File: config.mk
export PLATFORM = sky130hd
export DESIGN_NAME = fifo_uart_tx
export DESIGN_NICKNAME = d
export VERILOG_FILES = /design/src/rtl/fifo_uart_tx.sv
export SDC_FILE = /design/constraint.sdc
export NUM_CORES = 1
export LEC_CHECK = 0
export CORE_ASPECT_RATIO = 0.75
export CORE_MARGIN = 2
export CORE_UTILIZATION = 45
export CTS_CLUSTER_DIAMETER = 200
export CTS_CLUSTER_SIZE = 40
export DETAILED_ROUTE_END_ITERATION = 10
export PLACE_DENSITY = 0.76
export SLEW_MARGIN = 20
export SYNTH_ARGS = -nofsm -noshare
export SYNTH_HDL_FRONTEND = slang
export SYNTH_SLANG_ARGS = --single-unit
File: constraint.sdc
create_clock -name clk -period 2.05 [get_ports clk]
set_input_delay 0.205 -clock clk [delete_from_list [all_inputs] [get_ports clk]]
set_output_delay 0.205 -clock clk [all_outputs]
set_load 0.05 [all_outputs]
File: src/rtl/fifo_uart_tx.sv
`timescale 1ns/1ps
`default_nettype none
// ============================================================================
// Module   : fifo_uart_tx
// Purpose  : Pops bytes from a registered-output FIFO and serialises each as
//            a UART frame (start bit, WIDTH data bits LSB first, STOP_BITS
//            stop bits) on the tx line.
// Revision : 1.0 - initial release
// ----------------------------------------------------------------------------
// Ports
//   clk           system clock, rising edge active
//   rst           asynchronous active-high reset
//   enable        permits new frames; looked at only between frames
//   fifo_empty    FIFO empty flag
//   fifo_rd_en    one-cycle pop strobe to the FIFO
//   fifo_rd_data  FIFO read data, valid on the edge after the strobe cycle
//   tx            UART serial output, idle high
//   busy          high from the pop strobe to the end of the last stop bit
//   byte_done     one-cycle pulse once the last stop bit has completed
// ============================================================================
module fifo_uart_tx #(
    parameter int CLKS_PER_BIT = 434,
    parameter int WIDTH        = 8,
    parameter int STOP_BITS    = 1
) (
    input  logic             clk,
    input  logic             rst,
    input  logic             enable,
    input  logic             fifo_empty,
    output logic             fifo_rd_en,
    input  logic [WIDTH-1:0] fifo_rd_data,
    output logic             tx,
    output logic             busy,
    output logic             byte_done
);

    localparam int c_BAUD_W = (CLKS_PER_BIT > 1) ? $clog2(CLKS_PER_BIT) : 1;
    localparam int c_BIT_W  = $clog2(WIDTH + 1);

    localparam logic [c_BAUD_W-1:0] c_BAUD_LAST = c_BAUD_W'(CLKS_PER_BIT - 1);
    localparam logic [c_BAUD_W-1:0] c_BAUD_ONE  = c_BAUD_W'(1);
    localparam logic [c_BIT_W-1:0]  c_BIT_ONE   = c_BIT_W'(1);
    localparam logic [c_BIT_W-1:0]  c_BIT_LAST  = c_BIT_W'(WIDTH - 1);
    localparam logic [c_BIT_W-1:0]  c_STOP_LAST = c_BIT_W'(STOP_BITS - 1);

    typedef enum logic [2:0] {
        S_IDLE  = 3'd0,
        S_FETCH = 3'd1,
        S_START = 3'd2,
        S_DATA  = 3'd3,
        S_STOP  = 3'd4
    } state_t;

    state_t               r_state_q,     w_state_d;
    logic [c_BAUD_W-1:0]  r_baud_q,      w_baud_d;
    logic [c_BIT_W-1:0]   r_bit_q,       w_bit_d;
    logic [WIDTH-1:0]     r_shift_q,     w_shift_d;
    logic                 r_tx_q,        w_tx_d;
    logic                 r_rd_en_q,     w_rd_en_d;
    logic                 r_busy_q,      w_busy_d;
    logic                 r_byte_done_q, w_byte_done_d;

    logic                 w_pop;
    logic                 w_baud_wrap;
    logic [WIDTH-1:0]     w_shift_shr;

    assign w_pop       = enable & ~fifo_empty;
    assign w_baud_wrap = (r_baud_q == c_BAUD_LAST);
    assign w_shift_shr = {1'b0, r_shift_q[WIDTH-1:1]};

    // Every output is a flop, so the pop decision is taken one cycle before
    // the strobe is visible: in IDLE for a fresh start, or in the last stop
    // cycle for back-to-back traffic. The strobe cycle itself is spent in
    // IDLE, which keeps the idle-high gap between frames at two cycles.
    always_comb begin
        w_state_d     = r_state_q;
        w_baud_d      = r_baud_q;
        w_bit_d       = r_bit_q;
        w_shift_d     = r_shift_q;
        w_tx_d        = r_tx_q;
        w_rd_en_d     = 1'b0;
        w_busy_d      = r_busy_q;
        w_byte_done_d = 1'b0;

        case (r_state_q)
            S_IDLE: begin
                w_tx_d = 1'b1;
                if (r_rd_en_q) begin
                    w_state_d = S_FETCH;
                end else if (w_pop) begin
                    w_rd_en_d = 1'b1;
                    w_busy_d  = 1'b1;
                end else begin
                    w_busy_d  = 1'b0;
                end
            end

            S_FETCH: begin
                // FIFO read data settles one edge after the strobe was seen.
                w_shift_d = fifo_rd_data;
                w_tx_d    = 1'b0;
                w_baud_d  = '0;
                w_state_d = S_START;
            end

            S_START: begin
                if (w_baud_wrap) begin
                    w_baud_d  = '0;
                    w_bit_d   = '0;
                    w_tx_d    = r_shift_q[0];
                    w_state_d = S_DATA;
                end else begin
                    w_baud_d  = r_baud_q + c_BAUD_ONE;
                end
            end

            S_DATA: begin
                if (w_baud_wrap) begin
                    w_baud_d  = '0;
                    w_shift_d = w_shift_shr;
                    if (r_bit_q == c_BIT_LAST) begin
                        w_bit_d   = '0;
                        w_tx_d    = 1'b1;
                        w_state_d = S_STOP;
                    end else begin
                        w_bit_d   = r_bit_q + c_BIT_ONE;
                        w_tx_d    = w_shift_shr[0];
                    end
                end else begin
                    w_baud_d  = r_baud_q + c_BAUD_ONE;
                end
            end

            S_STOP: begin
                // The bit index is reused to count stop bits.
                if (w_baud_wrap) begin
                    w_baud_d = '0;
                    if (r_bit_q == c_STOP_LAST) begin
                        w_bit_d       = '0;
                        w_byte_done_d = 1'b1;
                        w_state_d     = S_IDLE;
                        w_rd_en_d     = w_pop;
                        w_busy_d      = w_pop;
                    end else begin
                        w_bit_d  = r_bit_q + c_BIT_ONE;
                    end
                end else begin
                    w_baud_d = r_baud_q + c_BAUD_ONE;
                end
            end

            default: begin
                w_state_d = S_IDLE;
                w_tx_d    = 1'b1;
                w_busy_d  = 1'b0;
            end
        endcase
    end

    always_ff @(posedge clk or posedge rst) begin
        if (rst) begin
            r_state_q     <= S_IDLE;
            r_baud_q      <= '0;
            r_bit_q       <= '0;
            r_shift_q     <= '0;
            r_tx_q        <= 1'b1;
            r_rd_en_q     <= 1'b0;
            r_busy_q      <= 1'b0;
            r_byte_done_q <= 1'b0;
        end else begin
            r_state_q     <= w_state_d;
            r_baud_q      <= w_baud_d;
            r_bit_q       <= w_bit_d;
            r_shift_q     <= w_shift_d;
            r_tx_q        <= w_tx_d;
            r_rd_en_q     <= w_rd_en_d;
            r_busy_q      <= w_busy_d;
            r_byte_done_q <= w_byte_done_d;
        end
    end

    assign tx         = r_tx_q;
    assign fifo_rd_en = r_rd_en_q;
    assign busy       = r_busy_q;
    assign byte_done  = r_byte_done_q;

endmodule
`default_nettype wire

==> After elaboration in Yosys (flattened, before gate mapping) <==
Cells that the tools add are included.
{ "classes": {"add_sub_neg": 2, "eq_ne": 13, "mux": 33, "n_bitwise": 4, "n_reduce_logical": 12} }
{ "op_table": {"columns": ["op", "n"], "rows": [
  ["$mux W4", 5],
  ["$mux W3", 6],
  ["$pmux W9 S2", 1],
  ["$pmux W8 S2", 1],
  ["$pmux W3 S5", 1],
  ["$ne A2 B2 Y1 const B", 7],
  ["$mux W1", 13],
  ["$pmux W4 S3", 1],
  ["$add A9 B1 Y9 const B", 1],
  ["$eq A9 B9 Y1 const B", 1],
  ["$mux W9", 1],
  ["$mux W8", 1],
  ["$reduce_and A4 Y1", 2],
  ["$eq A3 B2 Y1 const B", 2],
  ["$reduce_and A6 Y1", 1],
  ["$reduce_or A3 Y1", 2],
  ["$add A4 B1 Y4 const B", 1],
  ["$eq A4 B3 Y1 const B", 1],
  ["$logic_not A4 Y1", 1],
  ["$pmux W1 S4", 1],
  ["$reduce_bool A2 Y1", 2],
  ["$eq A3 B1 Y1 const B", 1],
  ["$eq A3 B3 Y1 const B", 1],
  ["$logic_not A3 Y1", 1],
  ["other kinds (7)", 9]
]} }
{ "word_totals": {"register_bits": 28, "in_bits": 12, "output_inout_bits": 4, "wordCells": 72} }

==> Logic depth before layout (Yosys ltp) <==
{ "logic_depth": {"word_depth": 5, "ltp_mapped": 7, "depth_no_buf": 6} }

==> Worst setup path before layout <==
No wires, ideal clock.
{ "synth_path": {"kind": "register -> register", "startpoint": "register r_baud_q[0]", "endpoint": "register r_bit_q[0]", "setup_ns": 0.125, "arrival_time_ns": 1.480, "required_time_ns": 1.925, "path_slack_ns": 0.446, "path_stages_with_launch": 6, "path_buffers": 0, "period_less_slack_ns": 1.604, "path_cell_list": "dfrtp_1 -> ha_1 -> and4bb_2 -> o211ai_4 -> and2b_1 -> mux2_2"} }
{ "synth_between": {"elab_chain_len": 3, "word_cells_on_any_way": 5, "cone_classes": "4 x eq/ne; 1 x reduce/logical"} }
{ "synth_rtl": {"columns": ["item", "line", "text"], "rows": [
  ["start, declared", "55", "logic [c_BAUD_W-1:0] r_baud_q, w_baud_d;"],
  ["start signal, assigned", "172", "r_baud_q <= w_baud_d;"],
  ["$eq A9 B9 Y1 *", "68", "assign w_baud_wrap = (r_baud_q == c_BAUD_LAST);"],
  ["$ne A2 B2 Y1 (no source line)", null, null],
  ["$reduce_and A4 Y1 (no source line) *", null, null],
  ["end signal, assigned", "173", "r_bit_q <= w_bit_d;"],
  ["end, declared", "56", "logic [c_BIT_W-1:0] r_bit_q, w_bit_d;"]
]} }
Mark *: on every way between the ends. The rest lies on a longest branch, timed or not.
A chain may end at the register's enable or synchronous reset.

==> Worst setup path after layout <==
{ "layout_path": {"startpoint": "register r_tx_q, in the netlist tx", "endpoint": "output port tx"} }
{ "layout_lines": {"columns": ["item", "line", "text"], "rows": [
  ["start, declared", "58", "logic r_tx_q, w_tx_d;"],
  ["start signal, assigned", "175", "r_tx_q <= w_tx_d;"],
  ["end, declared", "32", "output logic tx,"]
]} }
No word-level cell between the ends.

==> results.sh <==
export IMPL_status="complete, no violations"
export IMPL_ir_worst_vdd_uv=471
export IMPL_grt_usage_pct=17.1
export IMPL_critPathTopFamily="buffers and inverters"
export IMPL_worstReg2RegStart="r_state_q[2]$_DFFE_PP0P_"
export IMPL_initial_core_util_pct=48.1
export IMPL_layout_area_overhead_vs_synth_pct=15.6
export IMPL_overflow=0
export IMPL_finalSetupViolations=0
export IMPL_crit_path_end_kind="output port"
export IMPL_drtAntennaViolNets=0
export IMPL_cts_buffers=3
export IMPL_syn_nets=172
export IMPL_post_place_ws_ns=0.298
export IMPL_synth_avg_cell_area_um2=10.3
export IMPL_powerDensity_nw_per_um2=1130
export IMPL_grt_start_max_net_pins=29
export IMPL_synth_xor_area_share_pct=2.17
export IMPL_maxCapViolations=0
export IMPL_gp_congestion=0.855
export IMPL_yosys_warnings=0
export IMPL_holdWs_ns=0.284
export IMPL_synthMuxAreaShare_pct=8.14
export IMPL_synth_top_family_by_area="compound AO/OA/AOI/OAI gates"
export IMPL_cp_endpoint="tx"
export IMPL_final_setup_tns_ns=0
export IMPL_ys_flop_type="dfrtp_1"
export IMPL_path_class="register to output port"
export IMPL_wl_mm=3.25
export IMPL_num_rows=18
export IMPL_cp_start_kind="register"
export IMPL_worst_path_max_fanout=3
export IMPL_die_w_um=73.2
export IMPL_antenna_found_initial=0
export IMPL_crit_start="tx$_DFFE_PP1P_"
export IMPL_dp_hpwl_mm=2.32
export IMPL_wl_per_cell_um=15.2
export IMPL_leakage_uw=0.000826
export IMPL_slew_headroom_pct=60.2
export IMPL_cp_arrival_ns=1.62
export IMPL_synth_edf_count=0
export IMPL_syn_inst=156
export IMPL_min_path_type="primary input to asynchronous set/reset pin"
export IMPL_drcViolationCount=0
export IMPL_cts_hold_buf=0
export IMPL_max_freq_ghz=0.547
export IMPL_grt_pass1_wl_mm=5.57
export IMPL_clk_latency_ns=0.27
export IMPL_synth_fa_ha_area_share_pct=3.10
export IMPL_final_nets=190
export IMPL_hold_violations=0
export IMPL_place_area_um2=1790
export IMPL_cp_cell_sequence="clkdlybuf4s50_1"
export IMPL_worst_pin_slew_ns=0.593
export IMPL_top_level_ports=16
export IMPL_vias=1257
export IMPL_period_share_pct=89.2
export IMPL_cts_tree="done"
export IMPL_finalClockSkew_ns=0.00842
export IMPL_grt_pass1_vias=1244
export IMPL_ys_seq_area_share_pct=43.5
export IMPL_worst_slack_ns=0.221
export IMPL_synthArstFlopShare_pct=100
export IMPL_cts_setup_buffers=0
export IMPL_clock_root_buffer="clkbuf_8"
export IMPL_synth_simple_gate_area_share_pct=17.4
export IMPL_synth_compound_area_share_pct=21.2
export IMPL_cpMaxStageDelayCell="clkdlybuf4s50_1"
export IMPL_synth_seq_cells=28
export IMPL_slew_viol_final=0
export IMPL_dr_pass1_iters=4
export IMPL_final_layout_size_suffix_gt1_share_pct=13.3
export IMPL_rr_worst_depth=4
export IMPL_drt_iter0_drc=52
export IMPL_cts_sinks=28
export IMPL_rsz0062_at_grt="false"
export IMPL_rrSetupSlack_ns=0.25
export IMPL_crit_cells=1
export IMPL_die_area_um2=4090
export IMPL_worstPathRequired_ns=1.85
export IMPL_fin_area_um2=1870
export IMPL_cp_num_buf_inv=1
export IMPL_core_area_um2=3360
export IMPL_cts_resized=0
export IMPL_syn_area_um2=1610
export IMPL_num_antenna_cells=0
export IMPL_rr_endpoint="r_bit_q[0]$_DFFE_PP0P_"
export IMPL_cts_max_level=1
export IMPL_finalCriticalPeriod_ns=1.83
export IMPL_clkSlewWorstSetupHoldPaths_ns=0.10
export IMPL_io_buffers=15
export IMPL_via_per_inst=5.90
export IMPL_synth_distinct_cells=46
export IMPL_die_y_um=55.9
export IMPL_clock_path_buffers=2
export IMPL_slowest_delay_ns=0.80
## sequential cells by signal (all words and copies together), names as in the netlist
name / flops
busy: 1
r_bit_q: 4
fifo_rd_en: 1
byte_done: 1
r_baud_q: 9
tx: 1
r_shift_q: 8
r_state_q: 3
## layout by cell type (no fill, tap or decap), types with 2 or more instances in the layout
cell type and instances:
dfrtp_1 27, clkdlybuf4s50_1 15, mux2i_1 12, a31oi_1 12, a21oi_1 11, nand2_1 11, nor2_1 10, o21ai_0 8
nand3_1 6, inv_1 6, ha_1 4, buf_4 4, nor3_1 3, o22ai_1 3, xor2_1 3, clkbuf_8 3
nor2b_1 2, o22ai_2 2, a41oi_1 2, and3_1 2
## cell families (layout without fill, tap and decap cells)
kind of cell / after synthesis / count (layout)
AOI/OAI and AO/OA: 47 / 47
muxes: 13 / 13
DFF: 28 / 28
buffers and inverters: 12 / 29
xor gates and xnor gates: 4 / 4
and+or+nand+nor: 48 / 48
adders and majority gates: 4 / 4
## how the worst min path moves through the flow
stage                             startpoint  depth (start not counted)                  endpoint
finish                                   rst                          3   r_baud_q[5]$_DFFE_PP0P_
CTS                                      rst                          3   r_baud_q[7]$_DFFE_PP0P_
global route                             rst                          3   r_baud_q[7]$_DFFE_PP0P_
detailed placement   r_baud_q[8]$_DFFE_PP0P_                          1   r_baud_q[8]$_DFFE_PP0P_
global placement    r_shift_q[7]$_DFFE_PP0P_                          1  r_shift_q[7]$_DFFE_PP0P_
floorplan                                rst                          1          busy$_DFFE_PP0P_
## cell usage after synthesis (2+ instances only)
library cell   n  area share, %
nor2b_1        2           0.78
o22ai_1        3            1.2
o22ai_2        2            1.6
nand2_1       11            2.6
o21ai_0        8            2.5
xor2_1         3            1.6
dfrtp_1       27             42
mux2i_1       12            7.4
and3_1         2           0.78
nor3_1         3           0.93
nand3_1        6            1.9
ha_1           4            3.1
buf_4          3            1.4
inv_1          6            1.4
a31oi_1       12            4.7
buf_6          2            1.4
a41oi_1        2            1.1
a21oi_1       11            3.4
nor2_1        10            2.3
## metal layers
layer	track usage [%]	part of all wire, %	vias to the layer above
li1	-	-	610
met1	23.7	49	612
met2	25.9	45	31
met3	5.62	4.8	4
met4	3.97	1.0	0
met5	0	0	-
## power breakdown
| group | total [uW] | leakage (uW) | switching [uW] | internal, uW |
|---|---|---|---|---|
| combinational | 715 | 0.000451 | 375 | 341 |
| clock | 434 | 0.0000357 | 172 | 261 |
| sequential | 966 | 0.000340 | 220 | 746 |
| total | 2120 | 0.000826 | 767 | 1350 |
## metrics by stage
stage	util [%]	total power (uW)	cells
2_1_floorplan	-	1490	156
3_3_place_gp	53.5	1630	209
3_5_place_dp	53.5	1690	209
4_1_cts	55.6	2120	213
5_1_grt	55.6	2280	213
6_report	55.6	2120	213
## layout make-up
type	instances	area [um^2]
Sequential cell	28	702
Timing Repair Buffer	19	180
Tap cell	40	50.0
Fill cell	284	1490
Inverter	6	22.5
Multi-Input combinational cell	116	840
Clock inverter	1	30.0
Clock buffer	3	41.3
(Power assumes the default switching activity.)
